## config.mk

```make
export PLATFORM = sky130hd
export DESIGN_NAME = sdram_port_arb
export DESIGN_NICKNAME = d
export VERILOG_FILES = /design/src/rtl/sdram_port_arb.sv
export SDC_FILE = /design/constraint.sdc
export NUM_CORES = 1
export LEC_CHECK = 0
export ABC_AREA = 1
export BUFFER_PORTS_ARGS = -buffer_cell sky130_fd_sc_hd__buf_2
export CORE_AREA = 3 3 136 138
export CTS_BUF_LIST = sky130_fd_sc_hd__clkbuf_8
export CTS_CLUSTER_SIZE = 16
export DETAILED_ROUTE_END_ITERATION = 6
export DIE_AREA = 0 0 139 141
export PLACE_DENSITY = 0.66
export SYNTH_ARGS = -nofsm -noshare
export SYNTH_HDL_FRONTEND = slang
export SYNTH_SLANG_ARGS = --single-unit
```

## constraint.sdc

```tcl
create_clock -name SDRAM_CLK -period 4.15 [get_ports SDRAM_CLK]
set_input_delay 0.415 -clock SDRAM_CLK [delete_from_list [all_inputs] [get_ports SDRAM_CLK]]
set_output_delay 0.415 -clock SDRAM_CLK [all_outputs]
set_load 0.02 [all_outputs]
```

## src/rtl/sdram_port_arb.sv

```systemverilog
// sdram_port_arb
//   Shares one SDRAM read/write command channel between NREQ requesters.
//   One transaction at a time: arbitrate (round-robin, optional port-0
//   priority), latch the command, sequence the RD/WE strobe against the
//   controller RDY handshake, then pulse REQ_DONE to the owner.
//
// Ports
//   SDRAM_CLK, SDRAM_RESn    clock, asynchronous active-low reset
//   REQ_VALID/WE [NREQ]      per-port request and direction (1 = write)
//   REQ_A  [NREQ*25]         per-port byte address, port i at [25*i+:25]
//   REQ_DI [NREQ*32]         per-port write data, port i at [32*i+:32]
//   REQ_BE [NREQ*4]          per-port byte enables, port i at [4*i+:4]
//   REQ_DONE [NREQ]          one-cycle completion pulse to the owner
//   REQ_DO [32]              last read data, held until the next read completes
//   GRANT [NREQ], BUSY       one-hot owner / transaction in progress
//   SDRAM_RADDR/WADDR/DIN/BE latched command towards the controller
//   SDRAM_RD, SDRAM_WE       one-cycle command strobes
//   SDRAM_RD_RDY/WE_RDY      controller channel idle/complete
//   SDRAM_DOUT               read data, valid when SDRAM_RD_RDY rises
module sdram_port_arb #(
   parameter int unsigned NREQ      = 3,
   parameter int unsigned PRIO0     = 1,
   parameter int unsigned DROP_WAIT = 4
) (
   input  logic             SDRAM_CLK,
   input  logic             SDRAM_RESn,
   input  logic [NREQ-1:0]    REQ_VALID,
   input  logic [NREQ-1:0]    REQ_WE,
   input  logic [NREQ*25-1:0] REQ_A,
   input  logic [NREQ*32-1:0] REQ_DI,
   input  logic [NREQ*4-1:0]  REQ_BE,
   output logic [NREQ-1:0]    REQ_DONE,
   output logic [31:0]        REQ_DO,
   output logic [NREQ-1:0]    GRANT,
   output logic               BUSY,
   output logic [24:0]        SDRAM_RADDR,
   output logic [24:0]        SDRAM_WADDR,
   output logic [31:0]        SDRAM_DIN,
   output logic [3:0]         SDRAM_BE,
   output logic               SDRAM_RD,
   output logic               SDRAM_WE,
   input  logic               SDRAM_RD_RDY,
   input  logic               SDRAM_WE_RDY,
   input  logic [31:0]        SDRAM_DOUT
);

   localparam int unsigned IW = (NREQ > 1) ? $clog2(NREQ) : 1;
   localparam int unsigned CW = $clog2(DROP_WAIT + 1);

   typedef enum logic [2:0] {
      S_IDLE,
      S_ISSUE,
      S_WDROP,
      S_WRDY,
      S_DONE
   } state_e;

   state_e            state_q, state_d;
   logic [IW-1:0]     owner_q, owner_d;
   logic [IW-1:0]     last_q, last_d;
   logic              we_q, we_d;
   logic [24:0]       addr_q, addr_d;
   logic [31:0]       din_q, din_d;
   logic [3:0]        be_q, be_d;
   logic [NREQ-1:0]   grant_q, grant_d;
   logic              busy_q, busy_d;
   logic [NREQ-1:0]   done_q, done_d;
   logic [31:0]       do_q, do_d;
   logic              rd_q, rd_d;
   logic              wr_q, wr_d;
   logic [CW-1:0]     cnt_q, cnt_d;

   logic              win_found;
   logic [IW-1:0]     win_idx;
   logic [IW:0]       scan;
   logic              rdy_cur;
   logic              rdy_win;

   // Winner selection: port 0 first when prioritised, else scan from LAST+1.
   always_comb begin
      win_found = 1'b0;
      win_idx   = '0;
      scan      = '0;
      if (PRIO0 != 0 && REQ_VALID[0]) begin
         win_found = 1'b1;
      end else begin
         for (int unsigned k = 1; k <= NREQ; k++) begin
            scan = (IW+1)'(last_q) + (IW+1)'(k);
            if (scan >= (IW+1)'(NREQ)) begin
               scan = scan - (IW+1)'(NREQ);
            end
            if (!win_found && REQ_VALID[scan[IW-1:0]]) begin
               win_found = 1'b1;
               win_idx   = scan[IW-1:0];
            end
         end
      end
   end

   assign rdy_cur = we_q ? SDRAM_WE_RDY : SDRAM_RD_RDY;
   assign rdy_win = REQ_WE[win_idx] ? SDRAM_WE_RDY : SDRAM_RD_RDY;

   // The strobes are registered, so the decision to fire is taken one cycle
   // ahead on the RDY seen then: from IDLE for the winner, or in ISSUE while
   // no strobe is out yet. ISSUE leaves on the cycle the strobe is high.
   always_comb begin
      state_d = state_q;
      owner_d = owner_q;
      last_d  = last_q;
      we_d    = we_q;
      addr_d  = addr_q;
      din_d   = din_q;
      be_d    = be_q;
      grant_d = grant_q;
      done_d  = '0;
      do_d    = do_q;
      rd_d    = 1'b0;
      wr_d    = 1'b0;
      cnt_d   = cnt_q;
      unique case (state_q)
         S_IDLE: begin
            if (win_found) begin
               owner_d = win_idx;
               we_d    = REQ_WE[win_idx];
               addr_d  = REQ_A[25*win_idx +: 25];
               din_d   = REQ_DI[32*win_idx +: 32];
               be_d    = REQ_BE[4*win_idx +: 4];
               grant_d = NREQ'(1) << win_idx;
               rd_d    = !REQ_WE[win_idx] && rdy_win;
               wr_d    = REQ_WE[win_idx] && rdy_win;
               state_d = S_ISSUE;
            end
         end
         S_ISSUE: begin
            if (rd_q || wr_q) begin
               cnt_d   = '0;
               state_d = S_WDROP;
            end else if (rdy_cur) begin
               rd_d = !we_q;
               wr_d = we_q;
            end
         end
         S_WDROP: begin
            // A controller that completes instantly never shows RDY low.
            if (!rdy_cur || cnt_q == CW'(DROP_WAIT - 1)) begin
               state_d = S_WRDY;
            end else begin
               cnt_d = cnt_q + CW'(1);
            end
         end
         S_WRDY: begin
            if (rdy_cur) begin
               if (!we_q) begin
                  do_d = SDRAM_DOUT;
               end
               last_d          = owner_q;
               done_d[owner_q] = 1'b1;
               state_d         = S_DONE;
            end
         end
         S_DONE: begin
            grant_d = '0;
            state_d = S_IDLE;
         end
         default: state_d = S_IDLE;
      endcase
      busy_d = (state_d != S_IDLE);
   end

   always_ff @(posedge SDRAM_CLK or negedge SDRAM_RESn) begin
      if (!SDRAM_RESn) begin
         state_q <= S_IDLE;
         owner_q <= '0;
         last_q  <= IW'(NREQ - 1);
         we_q    <= 1'b0;
         addr_q  <= '0;
         din_q   <= '0;
         be_q    <= '0;
         grant_q <= '0;
         busy_q  <= 1'b0;
         done_q  <= '0;
         do_q    <= '0;
         rd_q    <= 1'b0;
         wr_q    <= 1'b0;
         cnt_q   <= '0;
      end else begin
         state_q <= state_d;
         owner_q <= owner_d;
         last_q  <= last_d;
         we_q    <= we_d;
         addr_q  <= addr_d;
         din_q   <= din_d;
         be_q    <= be_d;
         grant_q <= grant_d;
         busy_q  <= busy_d;
         done_q  <= done_d;
         do_q    <= do_d;
         rd_q    <= rd_d;
         wr_q    <= wr_d;
         cnt_q   <= cnt_d;
      end
   end

   assign REQ_DONE    = done_q;
   assign REQ_DO      = do_q;
   assign GRANT       = grant_q;
   assign BUSY        = busy_q;
   assign SDRAM_RADDR = addr_q;
   assign SDRAM_WADDR = addr_q;
   assign SDRAM_DIN   = din_q;
   assign SDRAM_BE    = be_q;
   assign SDRAM_RD    = rd_q;
   assign SDRAM_WE    = wr_q;

endmodule

```

==> results.py <==
metrics = {
    "run_status": {
        "status": "finished with violations",
        "violations": "negative hold slack",
    },
    "placement": {
        "dp_hpwl_mm": 15.2,
        "dpl-instance-area_mm2": 0.00755,
        "gp_congestion": 0.877,
        "portBuffers": 351,
    },
    "worst_setup_path": {
        "critical_path_class": "register to register",
        "cp.required_ns": 4.44,
        "crit_fanout": 39,
        "endpoint_kind": "register",
        "worst_path_largest_cell_delay_ns": 0.53,
        "start_kind": "register",
        "crit_arrival_ns": 3.28,
        "regToRegSetupSlack_ns": 1.16,
        "crit_path_frequent_cell": "nand3_1",
        "cp_cell_sequence": "inv_1 -> ha_1 -> inv_2 -> nand3_1 -> nand3_1 -> nor2_1 -> nand3_1 -> nand2_2 -> clkinv_2 -> buf_4 -> nor3_1 -> nand3_1",
        "crit_slowest_cell": "dfstp_2",
        "worst_r2r_path_depth": 12,
    },
    "clock_tree": {
        "cts.sinks": 113,
        "cts_max_path_buffers": 2,
        "cts_made_buffers": 17,
        "worst_skew_pair.late_latency_ns": 0.43,
        "cts.reportedPaths.clkPinSlew_ns": 0.07,
        "root_buffer": "clkbuf_8",
        "cts_htree_levels": 4,
        "tritoncts": "done",
        "cts_resized": 0,
        "ctsHoldBuffers": 0,
        "post_cts_buffers": 0,
    },
    "timing": {
        "maxSlewHeadroom": 0.534,
        "setup_viol": 0,
        "tightest_slew_ns": 0.699,
        "final_hold_viol_count": 3,
        "finalCritPeriodShare": 0.720,
        "slew_violations": 0,
        "rsz0062_at_grt": "false",
        "fin_setup_tns_ns": 0,
        "fmax_mhz": 335,
        "period_needed_ns": 2.99,
        "fin_skew_ns": 0.0157,
        "holdWs_ns": -0.0131,
    },
    "floorplan": {
        "die_w_um": 139,
        "dieArea_mm2": 0.0196,
        "boundaryPins": 352,
        "initial_utilization": 0.333,
        "core-area_mm2": 0.0173,
        "fp-row-count": 48,
        "die_h_um": 141,
    },
    "global_routing": {
        "grt_usage": 0.202,
        "grt_pass1_wl_mm": 31.4,
        "antenna_found_initial": 1,
        "grt-ovfl-total": 0,
        "grt_pass1_vias": 5912,
        "grt_max_degree": 114,
    },
    "synthesis": {
        "yosys_warnings": 0,
        "synth_edf_count": 0,
        "ys_seq_elements": 113,
        "synth_area_per_cell_um2": 8.36,
        "synth_top_area_frac": 0.487,
        "yosysSeqAreaShare": 0.492,
        "ys.flop_type": "dfrtp_1",
        "synthesis.area_mm2": 0.00575,
        "syn_inst": 688,
        "yosysTopAreaCell": "dfrtp_1",
        "synth_most_common_cell": "nand2_1",
        "synthDistinctLibCells": 30,
        "synthTopCellsByArea": "dfrtp_1 49%, nand2_1 14%, nand3_1 12%",
        "synth_fp_nets": 918,
        "yosys-top-cells-count": "213 x nand2_1, 139 x nand3_1, 112 x dfrtp_1, 39 x nand4_1, 32 x mux2_2",
        "async_flop_share": 1.00,
    },
    "route": {
        "drc": 0,
        "drt_pass1_iterations": 5,
        "wl_mm": 20.2,
        "drt_iter0_drc": 285,
        "wl_per_cell_um": 16.3,
        "vias_per_cell": 4.87,
        "ant_nets": 0,
        "num_vias": 6036,
    },
    "power_and_ir_drop": {
        "ir_drop_uv": 343,
        "powerDensity_mw_per_mm2": 848,
        "p_leak_uw": 0.00426,
    },
    "final_layout": {
        "drive_gt1_frac": 0.431,
        "fin_area_mm2": 0.00791,
        "fillers": 1736,
        "area_delta_synth_final_pct": 37.6,
        "fin_nets": 1231,
    },
    "run": {
        "cap_violations": 0,
    },
    "worst_hold_path": {
        "hold_class": "input port to asynchronous set/reset pin",
    },
}
where the power goes:
group / internal, µW / switching (µW) / total, µW
logic: 1250 / 2560 / 3800
registers: 1630 / 334 / 1970
clock network: 454 / 489 / 942
critical path: cells and delay by family, from the launching register on:
kind,cells,cell delay (ns)
and+or+nand+nor,7,1.21
adders and majority gates,1,0.47
DFF,1,0.53
buffers and inverters,4,0.65
registers in the layout (all words and copies together) (netlist names):
signal,count
BUSY,1
GRANT,3
REQ_DO,32
REQ_DONE,3
SDRAM_BE,4
SDRAM_DIN,32
SDRAM_RADDR,25
SDRAM_RD,1
SDRAM_WE,1
cnt_q,3
last_q,2
owner_q,2
state_q,3
we_q,1
per-stage QoR:
stage	hold slack (ns)	util	setup slack, ns	total power [µW]	instances
after floorplan	0.119	-	1.92	4620	688
after global placement	0.456	0.436	1.17	5790	1207
after detailed placement	0.464	0.436	1.13	5830	1207
after CTS	0.0613	0.457	1.14	6810	1239
after global routing	0.0766	0.457	0.851	7260	1240
final	-0.0131	0.457	1.16	6710	1240
path summary, 6_finish.rpt:
check / start / endpoint
setup / recovery: last_q[1]$_DFFE_PN1P_ / BUSY$_DFF_PN0_
hold reg to reg: cnt_q[1]$_DFFE_PN0P_ / cnt_q[1]$_DFFE_PN0P_
max in group asynchronous: SDRAM_RESn / cnt_q[2]$_DFFE_PN0P_
setup reg to reg: last_q[1]$_DFFE_PN1P_ / BUSY$_DFF_PN0_
hold / removal: SDRAM_RESn / SDRAM_RADDR[16]$_DFFE_PN0P_
min in group SDRAM_CLK: REQ_DI[23] / SDRAM_DIN[23]$_DFFE_PN0P_
metal layers:
layer  GRT usage  part of all wire
met1       0.250              0.41
met4      0.0783             0.027
met3      0.0522             0.078
met5           0                 0
met2       0.342              0.49
layout by cell type (no fill, tap or decap), types with 4 or more instances in the layout:
cell type and count:
nand4_1 39, buf_12 4, inv_6 5, ha_1 5, nand2_1 213, clkbuf_8 19, buf_4 7, nor2_1 19
buf_2 350, nor3_1 5, nand3_1 139, o21ai_0 8, mux2_2 32, inv_1 24, dfrtp_1 112
cell families (layout without fill, tap and decap cells):
logic type | after synthesis | in the layout | synth area share
other | 0 | 1 | 0
AOI/OAI and AO/OA | 20 | 20 | 0.0191
muxes | 32 | 32 | 0.0627
buffers and inverters | 95 | 421 | 0.0842
xor gates and xnor gates | 1 | 1 | 0.00152
DFF | 113 | 113 | 0.492
adders and majority gates | 5 | 5 | 0.0109
and+or+nand+nor | 422 | 422 | 0.330
final cells by class:
cell class	count	area, µm²	share of cell area
Timing Repair Buffer	361	1880	0.238
Clock inverter	13	103	0.0130
Tap cell	225	282	0.0356
Antenna cell	1	2.50	0.000316
Multi-Input combinational cell	480	2440	0.309
Sequential cell	113	2830	0.358
Clock buffer	19	262	0.0330
Inverter	28	106	0.0134
No activity file was read; power rests on OpenSTA's default activity.
